## config.mk

```make
export PLATFORM = sky130hd
export DESIGN_NAME = sym_timing_search_ctrl
export DESIGN_NICKNAME = d
export VERILOG_FILES = /design/src/rtl/sym_timing_search_ctrl.sv
export SDC_FILE = /design/constraint.sdc
export NUM_CORES = 1
export LEC_CHECK = 0
export BUFFER_PORTS_ARGS = -buffer_cell sky130_fd_sc_hd__buf_2
export CAP_MARGIN = 20
export CORE_MARGIN = 8
export CORE_UTILIZATION = 61
export CTS_BUF_LIST = sky130_fd_sc_hd__clkbuf_8 sky130_fd_sc_hd__clkbuf_16
export CTS_CLUSTER_SIZE = 14
export DETAILED_ROUTE_END_ITERATION = 7
export PLACE_DENSITY = 0.85
export SETUP_SLACK_MARGIN = 0.4
export SYNTH_ARGS = -nofsm -noshare
export SYNTH_HDL_FRONTEND = slang
export SYNTH_SLANG_ARGS = --single-unit
```

## constraint.sdc

```tcl
create_clock -name i_clk -period 4.5 [get_ports i_clk]
set_input_delay 0.225 -clock i_clk [delete_from_list [all_inputs] [get_ports i_clk]]
set_output_delay 0.225 -clock i_clk [all_outputs]
set_load 0.05 [all_outputs]
```

## src/rtl/sym_timing_search_ctrl.sv

```systemverilog
// Receive-timing alignment controller: sweeps (sym_delay, sam_delay) candidates, measures the
// accumulated squared slicer error at each one and locks the pair with the minimum error.
module sym_timing_search_ctrl #(
  parameter logic [7:0] SYM_DELAY_MIN = 8'd34,
  parameter logic [7:0] SYM_DELAY_MAX = 8'd42,
  parameter logic [7:0] DATA_OFFSET   = 8'd14,
  parameter logic [3:0] SETTLE_CYCLES = 4'd2,
  parameter logic [1:0] DEF_SAM       = 2'd1,
  parameter logic [7:0] DEF_SYM       = 8'd38
) (
  input  logic        i_clk,
  input  logic        i_reset,
  input  logic        i_sym_clk_en,
  input  logic        i_cycle_done,
  input  logic        i_start,
  input  logic        i_abort,
  input  logic [17:0] i_acc_sq_err,
  output logic [1:0]  o_sam_delay,
  output logic [7:0]  o_sym_delay,
  output logic [7:0]  o_data_delay,
  output logic [17:0] o_best_err,
  output logic        o_busy,
  output logic        o_done,
  output logic        o_locked
);

  typedef enum logic [2:0] {StIdle, StApply, StSettle, StMeasure, StCompare, StFinish} state_t;

  state_t      r_state;
  logic [1:0]  r_cur_sam, r_best_sam, r_sam_delay;
  logic [7:0]  r_cur_sym, r_best_sym, r_sym_delay, r_data_delay;
  logic [17:0] r_best_err;
  logic [3:0]  r_settle_cnt;
  logic        r_first, r_busy, r_done, r_locked;

  logic        w_event, w_better, w_last;
  logic [1:0]  w_win_sam;
  logic [7:0]  w_win_sym;

  assign w_event   = i_cycle_done & i_sym_clk_en;
  // Strict less-than keeps the earlier point on ties.
  assign w_better  = r_first | (i_acc_sq_err < r_best_err);
  assign w_last    = (r_cur_sym == SYM_DELAY_MAX) && (r_cur_sam == 2'd3);
  assign w_win_sam = w_better ? r_cur_sam : r_best_sam;
  assign w_win_sym = w_better ? r_cur_sym : r_best_sym;

  always_ff @(posedge i_clk or posedge i_reset) begin
    if (i_reset) begin
      r_state      <= StIdle;
      r_cur_sam    <= 2'd0;
      r_cur_sym    <= SYM_DELAY_MIN;
      r_best_sam   <= DEF_SAM;
      r_best_sym   <= DEF_SYM;
      r_sam_delay  <= DEF_SAM;
      r_sym_delay  <= DEF_SYM;
      r_data_delay <= DEF_SYM + DATA_OFFSET;
      r_best_err   <= 18'h3FFFF;
      r_settle_cnt <= 4'd0;
      r_first      <= 1'b0;
      r_busy       <= 1'b0;
      r_done       <= 1'b0;
      r_locked     <= 1'b0;
    end else begin
      r_done <= 1'b0;
      if (i_abort && (r_state != StIdle)) begin
        r_state      <= StIdle;
        r_sam_delay  <= DEF_SAM;
        r_sym_delay  <= DEF_SYM;
        r_data_delay <= DEF_SYM + DATA_OFFSET;
        r_busy       <= 1'b0;
        r_locked     <= 1'b0;
      end else begin
        case (r_state)
          StIdle: begin
            if (i_start) begin
              r_state      <= StApply;
              r_cur_sam    <= 2'd0;
              r_cur_sym    <= SYM_DELAY_MIN;
              r_sam_delay  <= 2'd0;
              r_sym_delay  <= SYM_DELAY_MIN;
              r_data_delay <= SYM_DELAY_MIN + DATA_OFFSET;
              r_first      <= 1'b1;
              r_busy       <= 1'b1;
              r_locked     <= 1'b0;
            end
          end
          StApply: begin
            r_settle_cnt <= 4'd0;
            r_state      <= (SETTLE_CYCLES == 4'd0) ? StMeasure : StSettle;
          end
          StSettle: begin
            if (w_event) begin
              if (r_settle_cnt == SETTLE_CYCLES - 4'd1) r_state <= StMeasure;
              else r_settle_cnt <= r_settle_cnt + 4'd1;
            end
          end
          StMeasure: begin
            if (w_event) r_state <= StCompare;
          end
          StCompare: begin
            r_first <= 1'b0;
            if (w_better) begin
              r_best_err <= i_acc_sq_err;
              r_best_sam <= r_cur_sam;
              r_best_sym <= r_cur_sym;
            end
            if (w_last) begin
              // Final pair is applied on entry to StFinish so it is valid while done is high.
              r_state      <= StFinish;
              r_sam_delay  <= w_win_sam;
              r_sym_delay  <= w_win_sym;
              r_data_delay <= w_win_sym + DATA_OFFSET;
              r_done       <= 1'b1;
              r_locked     <= 1'b1;
              r_busy       <= 1'b0;
            end else begin
              r_state <= StApply;
              if (r_cur_sam == 2'd3) begin
                r_cur_sam    <= 2'd0;
                r_cur_sym    <= r_cur_sym + 8'd1;
                r_sam_delay  <= 2'd0;
                r_sym_delay  <= r_cur_sym + 8'd1;
                r_data_delay <= r_cur_sym + 8'd1 + DATA_OFFSET;
              end else begin
                r_cur_sam   <= r_cur_sam + 2'd1;
                r_sam_delay <= r_cur_sam + 2'd1;
              end
            end
          end
          StFinish: r_state <= StIdle;
          default:  r_state <= StIdle;
        endcase
      end
    end
  end

  assign o_sam_delay  = r_sam_delay;
  assign o_sym_delay  = r_sym_delay;
  assign o_data_delay = r_data_delay;
  assign o_best_err   = r_best_err;
  assign o_busy       = r_busy;
  assign o_done       = r_done;
  assign o_locked     = r_locked;

endmodule

```

# [Word-level counts from Yosys, hierarchy flattened]
# Cells that the tools add are included.
[totals] input_bits=24 ff_bits=67
[op_classes] addsub=5 bitwise_logic=3 n_reduce_logical=17 eq_ne=18 muxes=43 order_cmp=1
[ops] cell="$mux W8" n=10
[ops] cell="$pmux W8 S2" n=3
[ops] cell="$lt A18 B18 Y1" n=1
[ops] cell="$mux W3" n=6
[ops] cell="$add A8 B4 Y8 const B" n=2
[ops] cell="$ne A3 B3 Y1 const B" n=5
[ops] cell="$pmux W3 S5" n=1
[ops] cell="$mux W2" n=6
[ops] cell="$reduce_and A3 Y1" n=4
[ops] cell="$reduce_and A4 Y1" n=3
[ops] cell="$ne A2 B2 Y1 const B" n=5
[ops] cell="$mux W1" n=9
[ops] cell="$add A8 B1 Y8 const B" n=1
[ops] cell="$eq A8 B6 Y1 const B" n=1
[ops] cell="$mux W4" n=2
[ops] cell="$pmux W2 S2" n=2
[ops] cell="$pmux W4 S2" n=1
[ops] cell="$eq A3 B2 Y1 const B" n=2
[ops] cell="$pmux W1 S2" n=3
[ops] cell="$reduce_bool A3 Y1" n=2
[ops] cell="$reduce_and A5 Y1" n=1
[ops] cell="$add A4 B1 Y4 const B" n=1
[ops] cell="$eq A4 B1 Y1 const B" n=1
[ops] cell="$ne A4 B4 Y1 const B" n=1
[ops] cell="11 further kinds" n=14

# [Longest topological paths before layout]
[logic_depth] ltp_word=7 mapped_depth=13

# [Least setup slack after synthesis]
# OpenSTA, ideal clock, no wires.
[synth_timing] path_kind="reg-to-reg" from="register r_best_err[7] (netlist: o_best_err[7])" to="register r_data_delay[5] (netlist: o_data_delay[5])" setup_ns=0.073 synth_period_minus_slack_ns=3.131 arrival_ns=3.058 path_stages_with_launch=14 path_buffers=1 required_time_ns=4.427 setup_slack_ns=1.369 path_cell_list="dfstp_2 > inv_1 > ha_1 > nand4_1 > or3_1 > buf_2 > a211oi_1 > nor4_1 > or3_1 > ha_1 > inv_1 > o21ai_0 > xor2_1 > a21oi_1"
[synth_between] elab_chain_cells=7
[synth_rtl] item="start: declaration" line="32" text="logic [17:0] r_best_err;"
[synth_rtl] item="start signal: assignment" line="103" text="r_best_err <= i_acc_sq_err;"
[synth_rtl] item="$lt A18 B18 Y1" line="42" text="assign w_better = r_first | (i_acc_sq_err < r_best_err);"
[synth_rtl] item="$or A1 B1 Y1" line="42"
[synth_rtl] item="$mux W8"
[synth_rtl] item="$add A8 B4 Y8" line="112" text="r_data_delay <= w_win_sym + DATA_OFFSET;"
[synth_rtl] item="$mux W8" line="107" text="if (w_last) begin"
[synth_rtl] item="$pmux W8 S2" line="73" text="case (r_state)"
[synth_rtl] item="$mux W8" line="65" text="if (i_abort && (r_state != StIdle)) begin"
[synth_rtl] item="end signal: assignment" line="69" text="r_data_delay <= DEF_SYM + DATA_OFFSET;"
[synth_rtl] item="end signal: assignment" line="81" text="r_data_delay <= SYM_DELAY_MIN + DATA_OFFSET;"
[synth_rtl] item="end signal: assignment" line="112"
[synth_rtl] item="end: declaration" line="31" text="logic [7:0] r_cur_sym, r_best_sym, r_sym_delay, r_data_delay;"
# No other way between the ends.
# A chain may end at the register's enable or synchronous reset.

# [Worst setup path in the final report]
[layout_timing] from="register r_best_err[13] (netlist: o_best_err[13])" to="register r_data_delay[7] (netlist: o_data_delay[7])"
# Same word-level chain as after synthesis.

==> flow_summary.toml <==
[status]
outcome = "finished, final reports clean"

[floorplanning]
placementRows = 29
coreArea_sq_um = 6200
chipHeight_microns = 95.1
die_w_microns = 95.1
start_util_pct = 61.5
pin_count = 63
die_area_sq_um = 9040

[synthesis]
synth_edf_count = 0
yosys_warnings = 0
synth.area.top_cells = "dfrtp_1 23%, dfstp_2 21%, mux2_2 8.3%"
yosysTopAreaCellShare_pct = 23.0
synth_area_leader_cell = "dfrtp_1"
synthFlopType = "dfrtp_1"
synth_nets = 425
synth-seq-area-share_pct = 44.3
ys_ff_latch = 66
async_flop_share_pct = 100
synthDistinctLibCells = 64
synthCells = 378
synth_area_sq_um = 3810
syn_avg_cell_area_sq_um = 10.1

[routing]
drc = 0
drtIter0Drc = 161
drt-total-wl_microns = 8190
detail_route.vias_per_cell = 5.82
drt_first_pass_iters = 5
ant_nets = 0
wl_per_cell_microns = 15.8
vias = 3023

[clock_tree]
clkSlewWorstSetupHoldPaths_ps = 70
cts_tree = "built"
clk_latency_ps = 340
htree_levels = 3
ctsHoldBuffers = 0
cts_buffer_depth = 2
cts_root_buffer = "clkbuf_8"
cts_resized = 0
cts_buffers = 9
cts.sinks = 66
cts_setup_buffers = 0

[run]
cap_violations = 0

[placement]
dpl.hpwl_microns = 6130
gp_routability_congestion = 0.931
port_buffers = 62

[global_route]
grt_pass1_vias = 3002
grt_usage_pct = 19.1
antenna_found_initial = 0
use_met3_pct = 5.35
use_met2_pct = 30.4
grt_overflow = 0
grt_max_degree = 67
grt_pass1_wl_microns = 13600
grt-busiest-layer = "met2"
gr-usage-met1_pct = 23.9

[critical_path]
crit_cells = 13
critical_path_class = "flip-flop to flip-flop"
crit_chain = "inv_1, ha_1, a21oi_1, o21ai_0, a221oi_2, nor2_1, nor4_1, or3_1, ha_1, inv_1, o2111ai_1, xnor2_1, o21ai_1"
max_stage_delay_ps = 580
reg2reg_from = "o_best_err[13]"
crit_buf_inv = 2
cp_slowest_cell = "a221oi_2"
critPathMaxFanout = 8
r2r_slack_ps = 1030
critPathTopFamily = "compound AO/OA/AOI/OAI gates"
end_kind = "flip-flop"
setup.worst_path.start_class = "flip-flop"
r2r_cells = 13
critPathArrivalTime_ps = 3690
worstReg2RegEnd = "o_data_delay[7]"
cp.required_ps = 4720

[timing]
hold_violations = 0
tightest_slew_ps = 967
slew_headroom_pct = 35.6
rsz0062_at_grt = "no"
slew_viol_final = 0
period_minus_slack_ps = 3470
fin_worst_skew_ps = 6.81
max_freq_mhz = 288
setup_viol = 0
finalSetupTns_ps = 0
period_share_pct = 77.1

[pwr]
power_mw = 2.53
power.density_nw_per_um2 = 587
power.leakage_nw = 1.99
irDropWorstVdd_mv = 0.444

[worst_hold_path]
worstHoldPathType = "input pin to asynchronous set/reset pin"

[finish]
syn2layout_area_growth_pct = 13.0
nets = 484
antenna_cells = 0
drive_gt1_share_pct = 34.4
fillers = 483
synth_stat cells (all sizes together), types with 4 or more instances:
master  number
inv         29
or3          5
buf          8
dfrtp       35
o31ai        4
mux2        28
a21oi       21
and2         4
nor2        28
xor2         5
nor3         5
clkbuf       8
xnor2        6
o21ai       28
dfstp       31
a211oi       5
nand2       34
a21o         7
ha          23
nand3        7
through the flow:
step	instances	hold WS, ps	setup slack (ps)	cell area (sq um)	util (%)
6_report	519	96.6	1030	4310	69.5
5_1_grt	519	131	727	4310	69.5
4_1_cts	519	132	1070	4310	69.5
3_5_place_dp	503	471	1100	4130	66.5
3_3_place_gp	503	462	1220	4130	66.5
2_1_floorplan	378	376	1370	3810	-
area by class of cell:
type                       instances  area [sq um]  share of cell area (%)
clock buffer                      12           165                    3.83
tap                               77          96.3                    2.23
sequential                        66          1690                    39.2
inverter                          29           109                    2.52
multi-input combinational        267          1910                    44.3
timing repair buffer              64           325                    7.54
clock inverter                     4          17.5                   0.406
worst register-to-register path, delay by kind of cell (launching register included):
family / cells / cell delay, ps
compound gates: 5 / 1150
buf+inv: 2 / 120
simple gates: 3 / 860
xor+xnor: 1 / 150
flops: 1 / 550
fa+ha+maj: 2 / 520
where the power goes:
group / switching [mW] / total [mW] / internal, mW
combinational: 0.765 / 1.12 / 0.358
clock: 0.212 / 0.451 / 0.239
sequential: 0.137 / 0.959 / 0.821
worst max-delay path by stage:
stage / startpoint / to / slack (ps)
after floorplan: o_best_err[7] / o_data_delay[5] / 1370
after global placement: o_best_err[13] / o_data_delay[7] / 1220
after detailed placement: o_best_err[13] / o_data_delay[7] / 1100
after CTS: o_best_err[13] / o_data_delay[7] / 1070
after global routing: o_best_err[13] / o_data_delay[7] / 730
final: o_best_err[13] / o_data_delay[7] / 1030
placed cells by master, fill, tap and decap left out, types with 3 or more instances in the layout:
cell type and n:
buf_2 62, dfrtp_1 35, nand2_1 34, dfstp_2 31
inv_1 30, nor2_1 28, mux2_2 28, o21ai_0 27
ha_1 23, a21oi_1 21, clkbuf_8 12, nand3_1 7
a21o_1 7, xnor2_1 6, a211oi_1 5, or3_1 5
xor2_1 5, o31ai_1 4, nor3_1 4, nand2b_1 3
nor2b_1 3, mux2i_1 3, nor4_1 3, a22o_1 3
a32o_1 3
state kept, by name, summed over array words and instances (netlist names):
| register | count |
|---|---|
| o_best_err | 18 |
| o_sym_delay | 8 |
| r_best_sym | 8 |
| r_cur_sym | 8 |
| o_data_delay | 7 |
| r_settle_cnt | 4 |
| r_state | 3 |
| o_sam_delay | 2 |
| r_best_sam | 2 |
| r_cur_sam | 2 |
| o_busy | 1 |
| o_done | 1 |
| o_locked | 1 |
| r_first | 1 |
layer usage:
metal	part of all wire (%)	wire length, microns
met4	1.6	128
met1	46	3730
met5	0	0
met2	46	3800
met3	6.5	530
logic make-up after synthesis:
| kind of cell | share of synthesized area, % |
|---|---|
| xor+xnor | 2.53 |
| buf+inv | 5.67 |
| flops | 44.3 |
| compound gates | 16.6 |
| simple gates | 14.3 |
| fa+ha+maj | 7.54 |
| mux | 9.05 |
Power figures use the tool's default switching activity.
